**src/rtl/exc_ctrl_unit_if.sv**
```systemverilog
// Exception controller bus: decoder/IRQ/PC inputs, redirect/control outputs,
// system-register views and MRS read port.
//   master : the core side (drives decoder/IRQ/PC/sel, observes controls)
//   slave  : exc_ctrl_unit
interface exc_ctrl_unit_if #(
  parameter int unsigned N = 64
);
  logic         exc;
  logic [3:0]   estatus;
  logic         eret;
  logic         ext_irq;
  logic [N-1:0] pc;
  logic [1:0]   sysreg_sel;

  logic         pc_redirect;
  logic [N-1:0] redirect_target;
  logic         squash;
  logic         stall;
  logic         irq_ack;
  logic         in_handler;
  logic         double_fault;
  logic [N-1:0] elr;
  logic [3:0]   esr;
  logic [N-1:0] sysreg_rdata;

  modport master (
    output exc, estatus, eret, ext_irq, pc, sysreg_sel,
    input  pc_redirect, redirect_target, squash, stall, irq_ack,
           in_handler, double_fault, elr, esr, sysreg_rdata
  );

  modport slave (
    input  exc, estatus, eret, ext_irq, pc, sysreg_sel,
    output pc_redirect, redirect_target, squash, stall, irq_ack,
           in_handler, double_fault, elr, esr, sysreg_rdata
  );
endinterface

```
**src/rtl/exc_ctrl_unit.sv**
```systemverilog
// Exception controller for the single-cycle LEGv8 core.
// Holds ELR/ESR/ERR and a RUN/HANDLER/HALT FSM; redirects the PC to the
// exception vector or the return address, squashes the committing instruction
// and serves MRS reads.
// Ports:
//   clk   : core clock, rising-edge state updates
//   reset : synchronous, active-high
//   bus   : exc_ctrl_unit_if.slave (exc, estatus, eret, ext_irq, pc,
//           sysreg_sel in; pc_redirect, redirect_target, squash, stall,
//           irq_ack, in_handler, double_fault, elr, esr, sysreg_rdata out)
module exc_ctrl_unit #(
  parameter int unsigned  N           = 64,
  parameter logic [N-1:0] VECTOR_ADDR = 64'h0000_0000_0000_00D8,
  parameter int unsigned  CNT_W       = 16
) (
  input logic          clk,
  input logic          reset,
  exc_ctrl_unit_if.slave bus
);

  typedef enum logic [1:0] {
    RUN     = 2'd0,
    HANDLER = 2'd1,
    HALT    = 2'd2
  } state_t;

  localparam logic [3:0] ESR_IRQ = 4'b0001;
  localparam logic [3:0] ESR_INV = 4'b0010;
  localparam logic [3:0] ESR_DBL = 4'b0011;

  state_t           state_q;
  logic [N-1:0]     elr_q;
  logic [3:0]       esr_q;
  logic [CNT_W-1:0] cnt_q;
  logic             irq_pending_q;

  logic             inv;
  logic             irq_take;
  logic [CNT_W-1:0] cnt_d;
  logic             irq_pending_d;

  assign inv      = bus.exc && (bus.estatus == ESR_INV);
  // An invalid opcode wins over an IRQ; the IRQ then stays pending.
  assign irq_take = (state_q == RUN) && !inv && (irq_pending_q || bus.ext_irq);
  assign cnt_d    = (&cnt_q) ? cnt_q : cnt_q + 1'b1;

  // A still-high request re-arms pending even in the cycle it is taken.
  always_comb begin
    irq_pending_d = irq_pending_q;
    if (irq_take)    irq_pending_d = 1'b0;
    if (bus.ext_irq) irq_pending_d = 1'b1;
  end

  always_ff @(posedge clk) begin
    if (reset) begin
      state_q       <= RUN;
      elr_q         <= '0;
      esr_q         <= '0;
      cnt_q         <= '0;
      irq_pending_q <= 1'b0;
    end else begin
      irq_pending_q <= irq_pending_d;
      unique case (state_q)
        RUN: begin
          if (inv) begin
            elr_q   <= bus.pc;
            esr_q   <= ESR_INV;
            cnt_q   <= cnt_d;
            state_q <= HANDLER;
          end else if (irq_take) begin
            elr_q   <= bus.pc;
            esr_q   <= ESR_IRQ;
            cnt_q   <= cnt_d;
            state_q <= HANDLER;
          end
        end
        HANDLER: begin
          if (inv) begin
            esr_q   <= ESR_DBL;
            state_q <= HALT;
          end else if (bus.eret) begin
            state_q <= RUN;
          end
        end
        HALT:    state_q <= HALT;
        default: state_q <= RUN;
      endcase
    end
  end

  always_comb begin
    bus.pc_redirect     = 1'b0;
    bus.redirect_target = '0;
    bus.squash          = 1'b0;
    bus.irq_ack         = 1'b0;
    if (!reset) begin
      unique case (state_q)
        RUN: begin
          if (inv) begin
            bus.pc_redirect     = 1'b1;
            bus.redirect_target = VECTOR_ADDR;
          end else if (irq_take) begin
            bus.pc_redirect     = 1'b1;
            bus.redirect_target = VECTOR_ADDR;
            bus.squash          = 1'b1;
            bus.irq_ack         = 1'b1;
          end else if (bus.eret) begin
            bus.pc_redirect     = 1'b1;
            bus.redirect_target = elr_q;
          end
        end
        HANDLER: begin
          if (inv) begin
            bus.squash = 1'b1;
          end else if (bus.eret) begin
            bus.pc_redirect     = 1'b1;
            bus.redirect_target = elr_q;
          end
        end
        HALT:    bus.squash = 1'b1;
        default: ;
      endcase
    end
  end

  assign bus.stall        = (state_q == HALT);
  assign bus.double_fault = (state_q == HALT);
  assign bus.in_handler   = (state_q == HANDLER);
  assign bus.elr          = elr_q;
  assign bus.esr          = esr_q;

  always_comb begin
    bus.sysreg_rdata = '0;
    unique case (bus.sysreg_sel)
      2'b00:   bus.sysreg_rdata = elr_q;
      2'b01:   bus.sysreg_rdata = {{(N-4){1'b0}}, esr_q};
      2'b10:   bus.sysreg_rdata = {{(N-CNT_W){1'b0}}, cnt_q};
      default: bus.sysreg_rdata = '0;
    endcase
  end

endmodule

```
**src/flat_wrapper.sv**
```systemverilog
// flat-port wrapper written by rule: the top's interface ports become plain ports
module exc_ctrl_unit_flat 
#(
  parameter int unsigned  N           = 64,
  parameter logic [N-1:0] VECTOR_ADDR = 64'h0000_0000_0000_00D8,
  parameter int unsigned  CNT_W       = 16
)
  (clk, reset, bus_exc, bus_estatus, bus_eret, bus_ext_irq, bus_pc, bus_sysreg_sel, bus_pc_redirect, bus_redirect_target, bus_squash, bus_stall, bus_irq_ack, bus_in_handler, bus_double_fault, bus_elr, bus_esr, bus_sysreg_rdata);
  exc_ctrl_unit_if #(.N(N)) bus_i ();
  input logic clk;
  input logic reset;
  input wire logic [$bits(bus_i.exc)-1:0] bus_exc;
  input wire logic [$bits(bus_i.estatus)-1:0] bus_estatus;
  input wire logic [$bits(bus_i.eret)-1:0] bus_eret;
  input wire logic [$bits(bus_i.ext_irq)-1:0] bus_ext_irq;
  input wire logic [$bits(bus_i.pc)-1:0] bus_pc;
  input wire logic [$bits(bus_i.sysreg_sel)-1:0] bus_sysreg_sel;
  output wire logic [$bits(bus_i.pc_redirect)-1:0] bus_pc_redirect;
  output wire logic [$bits(bus_i.redirect_target)-1:0] bus_redirect_target;
  output wire logic [$bits(bus_i.squash)-1:0] bus_squash;
  output wire logic [$bits(bus_i.stall)-1:0] bus_stall;
  output wire logic [$bits(bus_i.irq_ack)-1:0] bus_irq_ack;
  output wire logic [$bits(bus_i.in_handler)-1:0] bus_in_handler;
  output wire logic [$bits(bus_i.double_fault)-1:0] bus_double_fault;
  output wire logic [$bits(bus_i.elr)-1:0] bus_elr;
  output wire logic [$bits(bus_i.esr)-1:0] bus_esr;
  output wire logic [$bits(bus_i.sysreg_rdata)-1:0] bus_sysreg_rdata;
  assign bus_i.exc = bus_exc;
  assign bus_i.estatus = bus_estatus;
  assign bus_i.eret = bus_eret;
  assign bus_i.ext_irq = bus_ext_irq;
  assign bus_i.pc = bus_pc;
  assign bus_i.sysreg_sel = bus_sysreg_sel;
  assign bus_pc_redirect = bus_i.pc_redirect;
  assign bus_redirect_target = bus_i.redirect_target;
  assign bus_squash = bus_i.squash;
  assign bus_stall = bus_i.stall;
  assign bus_irq_ack = bus_i.irq_ack;
  assign bus_in_handler = bus_i.in_handler;
  assign bus_double_fault = bus_i.double_fault;
  assign bus_elr = bus_i.elr;
  assign bus_esr = bus_i.esr;
  assign bus_sysreg_rdata = bus_i.sysreg_rdata;
  exc_ctrl_unit #(.N(N), .VECTOR_ADDR(VECTOR_ADDR), .CNT_W(CNT_W)) u_core (.clk(clk), .reset(reset), .bus(bus_i));
endmodule
```
**config.mk**
```make
export PLATFORM = sky130hd
export DESIGN_NAME = exc_ctrl_unit_flat
export DESIGN_NICKNAME = d
export VERILOG_FILES = /design/src/rtl/exc_ctrl_unit_if.sv /design/src/rtl/exc_ctrl_unit.sv /design/src/flat_wrapper.sv
export SDC_FILE = /design/constraint.sdc
export NUM_CORES = 1
export LEC_CHECK = 0
export ABC_AREA = 1
export BUFFER_PORTS_ARGS = -buffer_cell sky130_fd_sc_hd__buf_2
export CORE_ASPECT_RATIO = 1.2
export CORE_MARGIN = 1.5
export CORE_UTILIZATION = 40
export DETAILED_ROUTE_END_ITERATION = 8
export PLACE_DENSITY = 0.75
export SKIP_CTS_REPAIR_TIMING = 1
export SLEW_MARGIN = 10
export SYNTH_ARGS = -nofsm -noshare
export SYNTH_HDL_FRONTEND = slang
export SYNTH_SLANG_ARGS = --single-unit
```
**constraint.sdc**
```tcl
create_clock -name clk -period 2.05 [get_ports clk]
set_input_delay 0.1025 -clock clk [delete_from_list [all_inputs] [get_ports clk]]
set_output_delay 0.1025 -clock clk [all_outputs]
set_load 0.01 [all_outputs]
```
==> flow_metrics.env <==
export IMPL_rsz0062_at_grt="yes"
export IMPL_cp_slowest_cell="dfxtp_1"
export IMPL_port_buffers=274
export IMPL_ir_worst_vdd_mv=0.3500
export IMPL_fmax_mhz=517.3
export IMPL_synthCells=716
export IMPL_dieArea_um2=12120
export IMPL_crit_type="reg2out"
export IMPL_initial_core_util=0.4137
export IMPL_worst_slew_pin_slew_ns=0.7715
export IMPL_grt_usage=0.2515
export IMPL_gr_total_overflow=0
export IMPL_top_usage_layer="met2"
export IMPL_layout_commonest_cell="buf_2"
export IMPL_status="completed"
export IMPL_setup_viol=0
export IMPL_num_vias=5420
export IMPL_slew_violations=0
export IMPL_crit_fanout=60
export IMPL_endpoint_kind="output pin"
export IMPL_cts_tree="built"
export IMPL_dieHeight_um=120.3
export IMPL_synth_seq_cells=85
export IMPL_coreArea_um2=11090
export IMPL_path_delay_family="buffers and inverters"
export IMPL_fin_area_um2=6371
export IMPL_clk_path_buf_depth=2
export IMPL_wl_per_cell_um=14.39
export IMPL_switchingPower_mw=1.679
export IMPL_sw_frac_of_total=0.3380
export IMPL_maxCapViolations=0
export IMPL_ant_nets=0
export IMPL_grt_pass1_vias=4621
export IMPL_vias_per_cell=4.809
export IMPL_finalClockSkew_ns=0.006851
export IMPL_nFillCells=1106
export IMPL_met1_usage=0.3120
export IMPL_routabilityCongestion=0.9659
export IMPL_final_cell_mix="274 x buf_2, 147 x nor2_1, 128 x nand2_1"
export IMPL_antenna_found_initial=0
export IMPL_clkSinkCount=85
export IMPL_hold_class="in2reg"
export IMPL_cts_root_buf="clkbuf_16"
export IMPL_grt_max_degree=61
export IMPL_hold_violations=0
export IMPL_setup_tns_ns=0
export IMPL_required_ns=1.95
export IMPL_row_count=42
export IMPL_ys_seq_area_frac=0.3710
export IMPL_layout_min_cycle_time_ns=1.933
export IMPL_p_comb_frac=0.267
export IMPL_drive_gt1_frac=0.3453
export IMPL_max_slew_margin=0.4849
export IMPL_period_share=0.9430
export IMPL_met3_usage=0.06474
export IMPL_path_clk_slew_ns=0.06
export IMPL_syn2layout_area_growth_pct=38.90
export IMPL_grt_pass1_wl_um=23880
export IMPL_routed_wirelength_um=16220
export IMPL_dr_pass1_iters=5
export IMPL_dp_cells=1111
export IMPL_htreeDepth=3
export IMPL_cp_num_buf_inv=2
export IMPL_p_seq_frac=0.403
export IMPL_grt_use_met2=0.4020
export IMPL_yosysTopAreaCellShare=0.3710
export IMPL_clkLatencyLatePin_ns=0.34
export IMPL_synth_avg_cell_area_um2=6.406
export IMPL_crit_chain="nor2_4 > nand2_1 > o211ai_1 > clkbuf_16 > nor2_1 > buf_2"
export IMPL_powerDensity_nw_per_um2=779.6
export IMPL_drtIter0Drc=254
export IMPL_hold_slack_ns=0.01542
export IMPL_cts_inserted_buffers=9
export IMPL_layout_nets=1044
export IMPL_route_detailed_drc=0
export IMPL_io_pins=277
export IMPL_arrival_ns=1.83
export IMPL_ys_top_cells_by_area="dfxtp_1 37%, nor2_1 12%, nand2_1 11%"
export IMPL_slowest_delay_ns=0.34
export IMPL_place_area_um2=6065
export IMPL_synthesis_area_um2=4587
export IMPL_p_int_mw=3.288
export IMPL_diodes=0
export IMPL_dp_hpwl_um=12110
export IMPL_instances_no_fill=1127
export IMPL_leakagePower_nw=3.217
export IMPL_ys_types=31
export IMPL_yosys_area_top_type="dfxtp_1"
export IMPL_worstSetupStartpointType="flop"
export IMPL_die_x_um=100.8
export IMPL_ys_warnings_count=0
export IMPL_power_share_clock=0.330
cell usage after synthesis (all sizes together):
cell type / n
nor2: 153
nand2: 139
dfxtp: 85
inv: 85
a21oi: 76
o21ai: 76
buf: 33
nand3: 23
clkbuf: 15
nand4: 9
o22ai: 8
o211ai: 3
xor2: 3
clkinv: 2
conb: 1
ha: 1
nand3b: 1
o21a: 1
o221ai: 1
or2: 1
stage by stage:
stage	utilization	power (mW)	worst slack (ns)
floorplan	-	2.809	0.5207
global placement	0.5469	3.336	0.3834
detailed placement	0.5469	3.357	0.2935
CTS	0.5740	4.998	0.09955
global route	0.5746	5.220	-0.008271
finish	0.5746	4.967	0.1168
layer usage:
metal,wire [um],vias up,part of all wire
met5,0,-,0
met3,1326,38,0.082
li1,-,2754,-
met4,535,0,0.033
met2,7563,215,0.47
met1,6793,2413,0.42
cells by family (layout without fill, tap and decap cells):
group | Yosys count | after routing | share of synthesized area
buffers and inverters | 135 | 391 | 0.1307
XOR/XNOR | 3 | 3 | 0.005729
adder cells (fa/ha/maj) | 1 | 1 | 0.002727
AND/OR/NAND/NOR | 326 | 326 | 0.2973
other | 1 | 2 | 0.0008175
flip-flops | 85 | 85 | 0.3710
AO/OA/AOI/OAI | 165 | 165 | 0.1918
state kept, by name, indices dropped and copies added (netlist names):
| name | cells |
|---|---|
| u_core.cnt_q | 16 |
| u_core.bus.esr | 2 |
| u_core.bus.elr | 64 |
| u_core.state_q | 2 |
| u_core.irq_pending_q | 1 |
cell type report:
| class | instances | area (um2) | share of cell area |
|---|---|---|---|
| Multi-Input combinational cell | 497 | 2305 | 0.3617 |
| Sequential cell | 85 | 1703 | 0.2673 |
| Timing Repair Buffer | 288 | 1544 | 0.2423 |
| Inverter | 87 | 326.6 | 0.05126 |
| Clock buffer | 9 | 225.2 | 0.03535 |
| Tap cell | 154 | 192.7 | 0.03024 |
| Clock inverter | 7 | 75.07 | 0.01178 |
tightest hold or removal path, cell delays in order:
cell and delay, ns:
buf_2 0.07, o21ai_0 0.07, nor2_1 0.07
power by group through the flow:
stage | Sequential (mW) | Clock (mW) | Combinational [mW]
after floorplan | 2.09 | 0 | 0.715
after global placement | 2.03 | 0 | 1.30
after detailed placement | 2.04 | 0 | 1.32
after CTS | 2.00 | 1.67 | 1.33
after global routing | 2.02 | 1.74 | 1.45
final | 2.00 | 1.64 | 1.32
final timing paths:
path                            endpoint                from  slack [ns]  cells after the start
setup / recovery  bus_redirect_target[1]   u_core.state_q[1]        0.12                      6
hold / removal         u_core.bus.elr[7]           bus_pc[7]        0.02                      3
setup reg to reg        u_core.cnt_q[11]     u_core.cnt_q[0]        0.26                      8
hold reg to reg       u_core.bus.elr[30]  u_core.bus.elr[30]        0.48                      2
Power figures use the tool's default switching activity.
